==> config.mk <==
export PLATFORM = sky130hd
export DESIGN_NAME = servo_ramp_ctrl
export DESIGN_NICKNAME = d
export VERILOG_FILES = /design/src/rtl/servo_ramp_ctrl.sv
export SDC_FILE = /design/constraint.sdc
export NUM_CORES = 1
export LEC_CHECK = 0
export ABC_AREA = 1
export BUFFER_PORTS_ARGS = -buffer_cell sky130_fd_sc_hd__buf_2
export CAP_MARGIN = 20
export CORE_ASPECT_RATIO = 1.1
export CORE_MARGIN = 2
export CORE_UTILIZATION = 45
export DETAILED_ROUTE_END_ITERATION = 6
export HOLD_SLACK_MARGIN = 0.08
export PLACE_DENSITY = 0.61
export SLEW_MARGIN = 25
export SYNTH_ARGS = -nofsm -noshare
export SYNTH_HDL_FRONTEND = slang
export SYNTH_SLANG_ARGS = --single-unit
==> constraint.sdc <==
create_clock -name clk_1m -period 4.9 [get_ports clk_1m]
set_input_delay 0.98 -clock clk_1m [delete_from_list [all_inputs] [get_ports clk_1m]]
set_output_delay 0.98 -clock clk_1m [all_outputs]
set_load 0.03 [all_outputs]
==> src/rtl/servo_ramp_ctrl.sv <==
// Two-channel servo duty ramp controller.
// Accepts duty commands between frame boundaries and slews each channel's
// PWM duty toward its clamped target by at most 'step' once per frame.
module servo_ramp_ctrl #(
  parameter int FRAME_LEN = 20000,
  parameter int DUTY_MIN  = 500,
  parameter int DUTY_MAX  = 2500,
  parameter int DUTY_INIT = 1500
) (
  input  logic        clk_1m,
  input  logic        rst,
  input  logic        cmd_valid,
  output logic        cmd_ready,
  input  logic        cmd_ch,
  input  logic [11:0] cmd_target,
  input  logic [7:0]  cmd_step,
  output logic [11:0] pwm_duty0,
  output logic [11:0] pwm_duty1,
  output logic [1:0]  busy,
  output logic [1:0]  done,
  output logic        frame_tick
);

  typedef enum logic {
    ST_IDLE = 1'b0,
    ST_RAMP = 1'b1
  } state_t;

  localparam logic [14:0] CNT_LAST = 15'(FRAME_LEN - 1);
  localparam logic [11:0] D_MIN    = 12'(DUTY_MIN);
  localparam logic [11:0] D_MAX    = 12'(DUTY_MAX);
  localparam logic [11:0] D_INIT   = 12'(DUTY_INIT);

  logic [14:0] cnt_q, cnt_d;
  logic        accept;
  logic [11:0] target_clamped;

  // Frame counter wraps at FRAME_LEN-1 so it stays in phase with the PWM generator.
  always_comb begin
    cnt_d = cnt_q + 15'd1;
    if (frame_tick) begin
      cnt_d = '0;
    end
  end

  // Frame counter register.
  always_ff @(posedge clk_1m or posedge rst) begin
    if (rst) begin
      cnt_q <= '0;
    end else begin
      cnt_q <= cnt_d;
    end
  end

  // The update edge is reserved for duty changes, so commands wait one cycle.
  assign frame_tick = (cnt_q == CNT_LAST);
  assign cmd_ready  = ~frame_tick;
  assign accept     = cmd_valid & cmd_ready;

  // Clamp the requested duty into the legal servo range.
  always_comb begin
    target_clamped = cmd_target;
    if (cmd_target < D_MIN) begin
      target_clamped = D_MIN;
    end else if (cmd_target > D_MAX) begin
      target_clamped = D_MAX;
    end
  end

  for (genvar gi = 0; gi < 2; gi++) begin : g_ch
    localparam logic CH = 1'(gi);

    state_t      state_q, state_d;
    logic [11:0] duty_q, duty_d;
    logic [11:0] target_q, target_d;
    logic [7:0]  step_q, step_d;
    logic        done_q, done_d;
    logic        up;
    logic [12:0] diff;

    // Distance to target in 13 bits so the comparison against step cannot wrap.
    always_comb begin
      up   = (target_q > duty_q);
      diff = up ? ({1'b0, target_q} - {1'b0, duty_q})
                : ({1'b0, duty_q} - {1'b0, target_q});
    end

    // Command capture and per-frame ramp step; a new command overrides any ramp in flight.
    always_comb begin
      state_d  = state_q;
      duty_d   = duty_q;
      target_d = target_q;
      step_d   = step_q;
      done_d   = 1'b0;
      if (accept && (cmd_ch == CH)) begin
        target_d = target_clamped;
        step_d   = cmd_step;
        state_d  = (target_clamped != duty_q) ? ST_RAMP : ST_IDLE;
      end else if (frame_tick && (state_q == ST_RAMP)) begin
        if ((step_q == 8'd0) || (diff <= {5'd0, step_q})) begin
          duty_d  = target_q;
          state_d = ST_IDLE;
          done_d  = 1'b1;
        end else if (up) begin
          duty_d = duty_q + {4'd0, step_q};
        end else begin
          duty_d = duty_q - {4'd0, step_q};
        end
      end
    end

    // Channel state registers; reset aborts any ramp without signalling done.
    always_ff @(posedge clk_1m or posedge rst) begin
      if (rst) begin
        state_q  <= ST_IDLE;
        duty_q   <= D_INIT;
        target_q <= D_INIT;
        step_q   <= 8'd0;
        done_q   <= 1'b0;
      end else begin
        state_q  <= state_d;
        duty_q   <= duty_d;
        target_q <= target_d;
        step_q   <= step_d;
        done_q   <= done_d;
      end
    end

    assign busy[gi] = (state_q == ST_RAMP);
    assign done[gi] = done_q;
  end

  assign pwm_duty0 = g_ch[0].duty_q;
  assign pwm_duty1 = g_ch[1].duty_q;

endmodule

# Word-level counts from Yosys, hierarchy flattened
# Index checks and enable logic that the tools add are counted.
# totals
wordCells,73
regBits,83
# op_classes
n_reduce_logical,16
n_eq_ne,3
addsub,9
bitwise,5
n_lt_le_gt_ge,6
n_mux,23
# op_table
op,count
$mux 12,6
$sub 12x12->13,4
$le 13x8->1,2
$mux 13,2
$add 12x8->12,2
$gt 12x12->1,2
$ne 12x12->1,2
$sub 12x8->12,2
$logic_not 8->1,2
$add 15x1->15 const B,1
$eq 15x15->1 const B,1
$mux 15,1
$mux 1,14
$gt 12x12->1 const B,1
$lt 12x9->1 const B,1
$reduce_and 2->1,4
$reduce_bool 2->1,4
$logic_and 1x1->1,4
$not 1->1,4
$logic_or 1x1->1,2
$and 1x1->1,1

# Logic depth before layout (Yosys ltp)
# Gate-level depths: netlist of the first run.
# logic_depth
depth_word,7
mapped_depth,30
mapped_depth_nobuf,28

# Least setup slack after synthesis of the first run
# Ideal clock, no wire load.
# synth_path
kind,reg-to-reg
start,"register g_ch[1].duty_q[3], in the netlist pwm_duty1[3]"
end,"register g_ch[1].duty_q[11], in the netlist pwm_duty1[11]"
setup_time_ns,0.117
slack_ns,1.254
arrival_time_ns,3.529
path_stages_with_launch,25
required_ns,4.783
cell_sequence,dfstp_2 -> inv_1 -> ha_1 -> buf_2 -> nand2_2 -> inv_1 -> nand2_1 -> nand3_1 -> nand2_1 -> nand3_2 -> nand2_4 -> inv_2 -> o21ai_0 -> o22ai_1 -> xnor2_1 -> inv_1 -> ha_1 -> nand3_1 -> o31ai_1 -> nand2_4 -> nand2_4 -> buf_6 -> nand2_1 -> nand3_1 -> nand2_1
# synth_via
elab_chain_len,5
word_cells_on_any_way,10
classes_between,4 x add/sub; 2 x order compare; 3 x mux; 1 x reduce/logical
# synth_lines
item,line,text
"start, declared",74,"logic [11:0] duty_q, duty_d;"
"start signal, assigned",122,duty_q <= duty_d;
$sub 12x12->13 (tied with other cells),85,": ({1'b0, duty_q} - {1'b0, target_q});"
$mux 13,84,"diff = up ? ({1'b0, target_q} - {1'b0, duty_q})"
$le 13x8->1,100,"if ((step_q == 8'd0) || (diff <= {5'd0, step_q})) begin"
$logic_or 1x1->1,100,
$mux 12 *,100,
# Every way passes the cells marked *; elsewhere a longest branch is shown, timed or not.
# A chain may end at the register's enable or synchronous reset.

# Worst setup path after layout of the first run
# layout_path
start,"register g_ch[1].duty_q[3], in the netlist pwm_duty1[3]"
end,register g_ch[1].state_q
# layout_via
elab_chain_len,6
word_cells_on_any_way,11
classes_between,2 x add/sub; 2 x order compare; 1 x eq/ne; 3 x mux; 3 x reduce/logical
# layout_lines
item,line,text
$sub 12x12->13 (tied with other cells),85,
$mux 13,84,
$le 13x8->1,100,
$logic_or 1x1->1,100,
$reduce_bool 2->1 (no line),--,
$reduce_and 2->1 (no line),--,
"end signal, assigned",121,state_q <= state_d;
"end, declared",73,"state_t state_q, state_d;"
# Parallel ways exist; a longest one is shown, timed or not.

==> results of run 1 <==
-- state kept, by name (all words and copies together), names as in the netlist --
register / flops
pwm_duty0: 12
g_ch.done_q: 2
g_ch.state_q: 2
pwm_duty1: 12
g_ch.target_q: 24
cnt_q: 15
g_ch.step_q: 16
-- layer usage --
metal / track usage [%] / part of all wire [%] / vias to the layer above
met5: 0 / 0 / -
met4: 10.1 / 3.3 / 0
met3: 1.80 / 2.9 / 47
met2: 48.0 / 50 / 185
met1: 33.1 / 44 / 3864
li1: - / - / 4322
-- through the flow --
step	std cells	hold WS [ns]	area, um2	util (%)
2_1_floorplan	1337	0.432	8700	-
3_3_place_gp	1616	0.457	9170	48.2
3_5_place_dp	1616	0.453	9170	48.2
4_1_cts	1632	0.463	9450	49.7
5_1_grt	1632	0.502	9450	49.7
6_report	1632	0.466	9450	49.7
-- power by group through the flow --
stage / logic [W] / clock network [W] / registers [W]
floorplan: 0.000974 / 0 / 0.000777
global placement: 0.00126 / 0 / 0.000795
detailed placement: 0.00126 / 0 / 0.000793
CTS: 0.00127 / 0.000680 / 0.000782
global route: 0.00144 / 0.000714 / 0.000789
finish: 0.00127 / 0.000680 / 0.000783
-- cell usage after synthesis (10+ instances only) --
library cell	n	area (um2)
ha_1	89	1110
nand4_1	19	119
nand3_1	113	566
xnor2_1	11	96.3
inv_2	10	37.5
xor2_1	47	412
nand2_2	11	68.8
o21ai_0	55	275
inv_1	206	773
nand2_1	425	1600
a21oi_1	55	275
buf_2	10	50.1
nor2_1	88	330
dfrtp_1	55	1380
nor2_2	10	62.6
dfstp_2	28	736
nor3_1	15	75.1
-- kinds of logic after synthesis --
group	count (synthesis)	synth area share [%]
AO/OA/AOI/OAI	147	9.27
adder cells (fa/ha/maj)	95	14.2
multiplexers	4	0.460
XOR/XNOR	58	5.84
flip-flops	83	24.3
AND/OR/NAND/NOR	706	34.8
buffers and inverters	244	11.2
-- critical path, stage by stage, from the launching register on --
cell and delay, ns:
dfstp_2 0.63, inv_1 0.10, ha_1 0.41, nand2_2 0.13
inv_1 0.08, nand2_1 0.09, nand3_1 0.12, nand2_1 0.10
nand3_2 0.12, nand2_4 0.23, inv_2 0.15, o21ai_0 0.32
o22ai_1 0.14, xnor2_1 0.24, inv_1 0.08, ha_1 0.29
nand3_1 0.10, o31ai_1 0.47, nand2_4 0.21, nand2_4 0.18
nand2_1 0.09, nand3_1 0.07, nand2_1 0.08
-- cells in the final DEF (no fill, tap or decap), types with 11 or more instances in the layout --
cell / Yosys / layout
nand2_1: 425 / 425
nor3_1: 15 / 15
xor2_1: 47 / 47
o21ai_0: 55 / 55
xnor2_1: 11 / 11
nand3_1: 113 / 113
inv_1: 206 / 205
dfrtp_1: 55 / 55
nor2_1: 88 / 88
nand4_1: 19 / 19
a21oi_1: 55 / 55
buf_2: 10 / 53
nand2_2: 11 / 11
ha_1: 89 / 89
dfstp_2: 28 / 28
-- how the worst min path moves through the flow --
stage          startpoint       end  slack (ns)  depth (start not counted)
6_report         cnt_q[0]  cnt_q[0]        0.47                          1
4_1_cts          cnt_q[0]  cnt_q[0]        0.46                          1
5_1_grt          cnt_q[0]  cnt_q[0]        0.50                          1
3_5_place_dp     cnt_q[0]  cnt_q[0]        0.45                          1
3_3_place_gp     cnt_q[0]  cnt_q[0]        0.46                          1
2_1_floorplan    cnt_q[0]  cnt_q[0]        0.43                          1
-- cell type report --
type	instances	area, um2
Fill cell	2035	9580
Timing Repair Buffer	60	318
Clock buffer	9	225
Clock inverter	7	58.8
Sequential cell	83	2110
Multi-Input combinational cell	1010	5620
Inverter	216	812
Tap cell	247	309
==> flow_summary.toml, run 1 <==
[cells_and_area]
drive_gt1_share_pct = 10.7
antennaDiodeCount = 0
syn_to_final_growth_pct = 8.61
nets = 1499

[global_routing]
track_usage_pct = 26.6
grt_first_pass_wirelength_um = 41900
grt_antenna_before_repair = 0
gr-total-overflow = 0
grt_pass1_vias = 8011
grt_max_degree = 53

[synth]
async_reset_ff_share_pct = 100
netlist_area_um2 = 8700
synth_ff_type = "dfrtp_1"
synthCells = 1337
yosysUniqueCellTypes = 40
postSynthAreaPerCell_um2 = 6.51
syn_nets = 1456
yosysWarnings = 0
ys_seq_elements = 83
ys_seq_area_share_pct = 24.3
synth_edf_count = 0

[power_and_ir_drop]
total_power_w = 0.00274
power_density_nw_per_um2 = 289
power_frac_comb_pct = 46.5
p_leak_nw = 5.16
seq_power_share_pct = 28.6
p_sw_w = 0.00119
power_switching_share_pct = 43.6
ir_worst_vdd_mv = 0.165
internal_power_w = 0.00154
pwr-share-clk_pct = 24.9

[clock_tree]
insertion_delay_ns = 0.35
postCtsResizedCells = 0
h-tree-depth = 3
clock_sinks = 83
cts-hold-fix-buffers = 0
numCtsBuffers = 9
postCtsSetupBuffers = 0
clockRootBuffer = "clkbuf_16"
clk_pin_slew_ns = 0.07
clock_path_buffers = 2
cts_tree = "built"

[floorplan]
io_pins = 54
core_um2 = 19000
die_y_um = 150
dieArea_um2 = 20500
die_w_um = 137
initial_core_util_pct = 45.7
rows = 53

[timing]
min_period_over_period_pct = 92.4
setup_viol = 0
setup_slack_ns = 0.371
rsz0062_at_grt = "false"
finalMaxSlewViolations = 0
final.setup_skew_ns = 0.00942
fin_crit_ns = 4.53
max-slew-margin-rel_pct = 39.0
finalSetupTns_ns = 0
hold_viol_final = 0
timing.fmax_mhz = 221
tightest_slew_ns = 0.914

[routing]
vias_per_cell = 5.16
ant_nets = 0
finalWirelength_um = 26400
drc = 0
firstDrtPassIters = 5
wire_per_inst_um = 16.2
drt_iter0_drc = 596
via_count = 8418

[worst_setup_path]
crit_path_end = "g_ch[1].state_q"
r2r-start = "pwm_duty1[3]"
r2r_cells = 22
worstSetupStartpoint = "pwm_duty1[3]"
timing.rr.end = "g_ch[1].state_q"
reg2reg_setup_slack_ns = 0.37
worstSetupStartpointType = "flop"
crit_required_ns = 5.14
worstPathArrival_ns = 4.77
crit_path_end_kind = "flop"
path_max_fanout = 16
critPathKind = "flop to flop"

[worst_hold_path]
hp-class = "flop to flop"

[placed_design]
dp_hpwl_um = 21900
pre_cts_ws_ns = 0.382
portBuffers = 53
gp_congestion = 0.955

[run]
drv_cap = 0

[status]
status = "finished clean"
Note: power is estimated with default switching activity, not from simulation.
==> run 2: changes to the inputs <==
GPL_TIMING_DRIVEN = 0   (was default)
PLACE_DENSITY = default   (was 0.61)
PLACE_DENSITY_LB_ADDON = 0.3   (was default)
==> run 2 against run 1 <==
Compared with the run above:
- via count is 1.8% higher
- non-clock buffer count up 21
- final area increased by 1.5%
- die area did not move
- clock-buffer cell count rose by 1
- hold slack lost 0.0011 ns
- sequential cell count unchanged
- routed wire length is 2.0% lower
- critical path type unchanged
- critical endpoint is now pwm_duty1[1]
==> flow_summary.toml, run 2 (synthesis results as in run 1) <==
[floorplan]
io_pins = 54
die_y_um = 150
dieArea_um2 = 20500
initial_core_util_pct = 45.7
die_w_um = 137
core_um2 = 19000
rows = 53

[clock_tree]
cts-hold-fix-buffers = 0
h-tree-depth = 3
postCtsResizedCells = 0
clock_sinks = 83
cts_tree = "built"
clk_pin_slew_ns = 0.07
insertion_delay_ns = 0.35
clockRootBuffer = "clkbuf_16"
clock_path_buffers = 2
numCtsBuffers = 9
postCtsSetupBuffers = 0

[routing]
firstDrtPassIters = 7
drt_iter0_drc = 595
finalWirelength_um = 25900
drc = 0
wire_per_inst_um = 15.7
ant_nets = 0
via_count = 8568
vias_per_cell = 5.18

[worst_setup_path]
timing.rr.end = "pwm_duty1[1]"
crit_path_end_kind = "flop"
r2r_cells = 22
reg2reg_setup_slack_ns = 0.44
worstPathArrival_ns = 4.71
r2r-start = "pwm_duty1[10]"
worstSetupStartpointType = "flop"
path_max_fanout = 10
crit_required_ns = 5.15
critPathKind = "flop to flop"

[cells_and_area]
drive_gt1_share_pct = 11.4
instances_no_fill = 1653
layout_commonest_cell = "nand2_1"
seqCellArea_um2 = 2110
nets = 1520
antennaDiodeCount = 0
final_cell_mix = "nand2_1 (425), inv_1 (205), nand3_1 (113)"
post-route-util_pct = 50.4
fillers = 1995
regMostFlops = "g_ch.target_q"
multi_input_area_um2 = 5620
largest_reg_flops = 24
reg_top3 = "g_ch.target_q x24, g_ch.step_q x16, cnt_q x15"
syn_to_final_growth_pct = 10.3

[timing]
max-slew-margin-rel_pct = 61.7
whs_ns = 0.464
setup_slack_ns = 0.435
tightest_slew_ns = 0.572
min_period_over_period_pct = 91.1
timing.fmax_mhz = 224
finalMaxSlewViolations = 0
finalSetupTns_ns = 0
final.setup_skew_ns = 0.00797
setup_viol = 0
rsz0062_at_grt = "false"
hold_viol_final = 0
fin_crit_ns = 4.46

[global_routing]
grt_first_pass_wirelength_um = 41200
grt_antenna_before_repair = 0
track_usage_pct = 26.0
grt_pass1_vias = 8088
grt_max_degree = 51
gr-total-overflow = 0

[worst_hold_path]
hold_path_depth = 1
hp-class = "flop to flop"
worstHoldEndpoint = "cnt_q[0]"
min-delay-start = "cnt_q[0]"

[placed_design]
dp_hpwl_um = 21500
gp_congestion = 0.972
pre_cts_ws_ns = 0.287
portBuffers = 52
dp_cells = 1637

[power_and_ir_drop]
power_density_nw_per_um2 = 289
p_leak_nw = 5.22
ir_worst_vdd_mv = 0.144

[run]
drv_cap = 0

[status]
status = "finished clean"
==> run 2: cell count changes in the layout (fill, tap and decap cells not counted), sizes merged <==
| cell | change |
|---|---|
| buf | +12 |
| clkbuf | +10 |
| clkinv | -4 |
| clkinvlp | +2 |
| inv | +1 |
==> run 2: critical path, stage by stage (launching register included) <==
cell     delay (ns)
dfstp_2        0.67
inv_1          0.07
ha_1           0.40
nand2_1        0.09
inv_2          0.09
nand2_1        0.09
nor2_1         0.21
nand3_2        0.16
nand2_4        0.16
inv_2          0.12
o21ai_1        0.28
o22ai_1        0.16
xnor2_1        0.32
inv_1          0.09
ha_1           0.30
nand3_1        0.09
o31ai_1        0.46
nand2_4        0.13
nand2_4        0.10
buf_6          0.15
nand2_1        0.08
nand3_1        0.07
nand2_1        0.05
==> run 2: through the flow <==
stage               total power [W]  area, um2
floorplan                   0.00175       8700
global placement            0.00206       9270
detailed placement          0.00208       9310
CTS                         0.00277       9600
global route                0.00298       9600
finish                      0.00277       9600
==> run 2: power breakdown <==
| group | switching [W] | internal (W) |
|---|---|---|
| Clock | 0.000316 | 0.000367 |
| Sequential | 0.0000413 | 0.000741 |
| Combinational | 0.000844 | 0.000463 |
| Total | 0.00120 | 0.00157 |
==> run 2: area by class of cell <==
| type | instances | area share, % |
|---|---|---|
| Buffer | 28 | 1.69 |
| Tap cell | 247 | 3.22 |
| Sequential cell | 83 | 22.0 |
| Timing Repair Buffer | 53 | 3.00 |
| Multi-Input combinational cell | 1010 | 58.5 |
| Inverter | 216 | 8.50 |
| Clock inverter | 6 | 0.548 |
| Clock buffer | 10 | 2.49 |
==> run 2: worst max-delay path by stage <==
stage / startpoint / end / cells past startpoint
floorplan: pwm_duty1[3] / pwm_duty1[11] / 24
global placement: pwm_duty1[10] / pwm_duty1[1] / 22
detailed placement: pwm_duty1[10] / pwm_duty1[1] / 22
CTS: pwm_duty1[10] / pwm_duty1[1] / 22
global route: pwm_duty1[10] / pwm_duty1[1] / 22
finish: pwm_duty1[10] / pwm_duty1[1] / 22
==> run 2: routing by layer <==
metal / global-route usage [%] / vias up / wire length [um]
met5: 0 / - / 0
met1: 32.5 / 3888 / 11200
met4: 12.8 / 0 / 1250
li1: - / 4350 / -
met3: 2.07 / 74 / 1080
met2: 45.0 / 256 / 12400
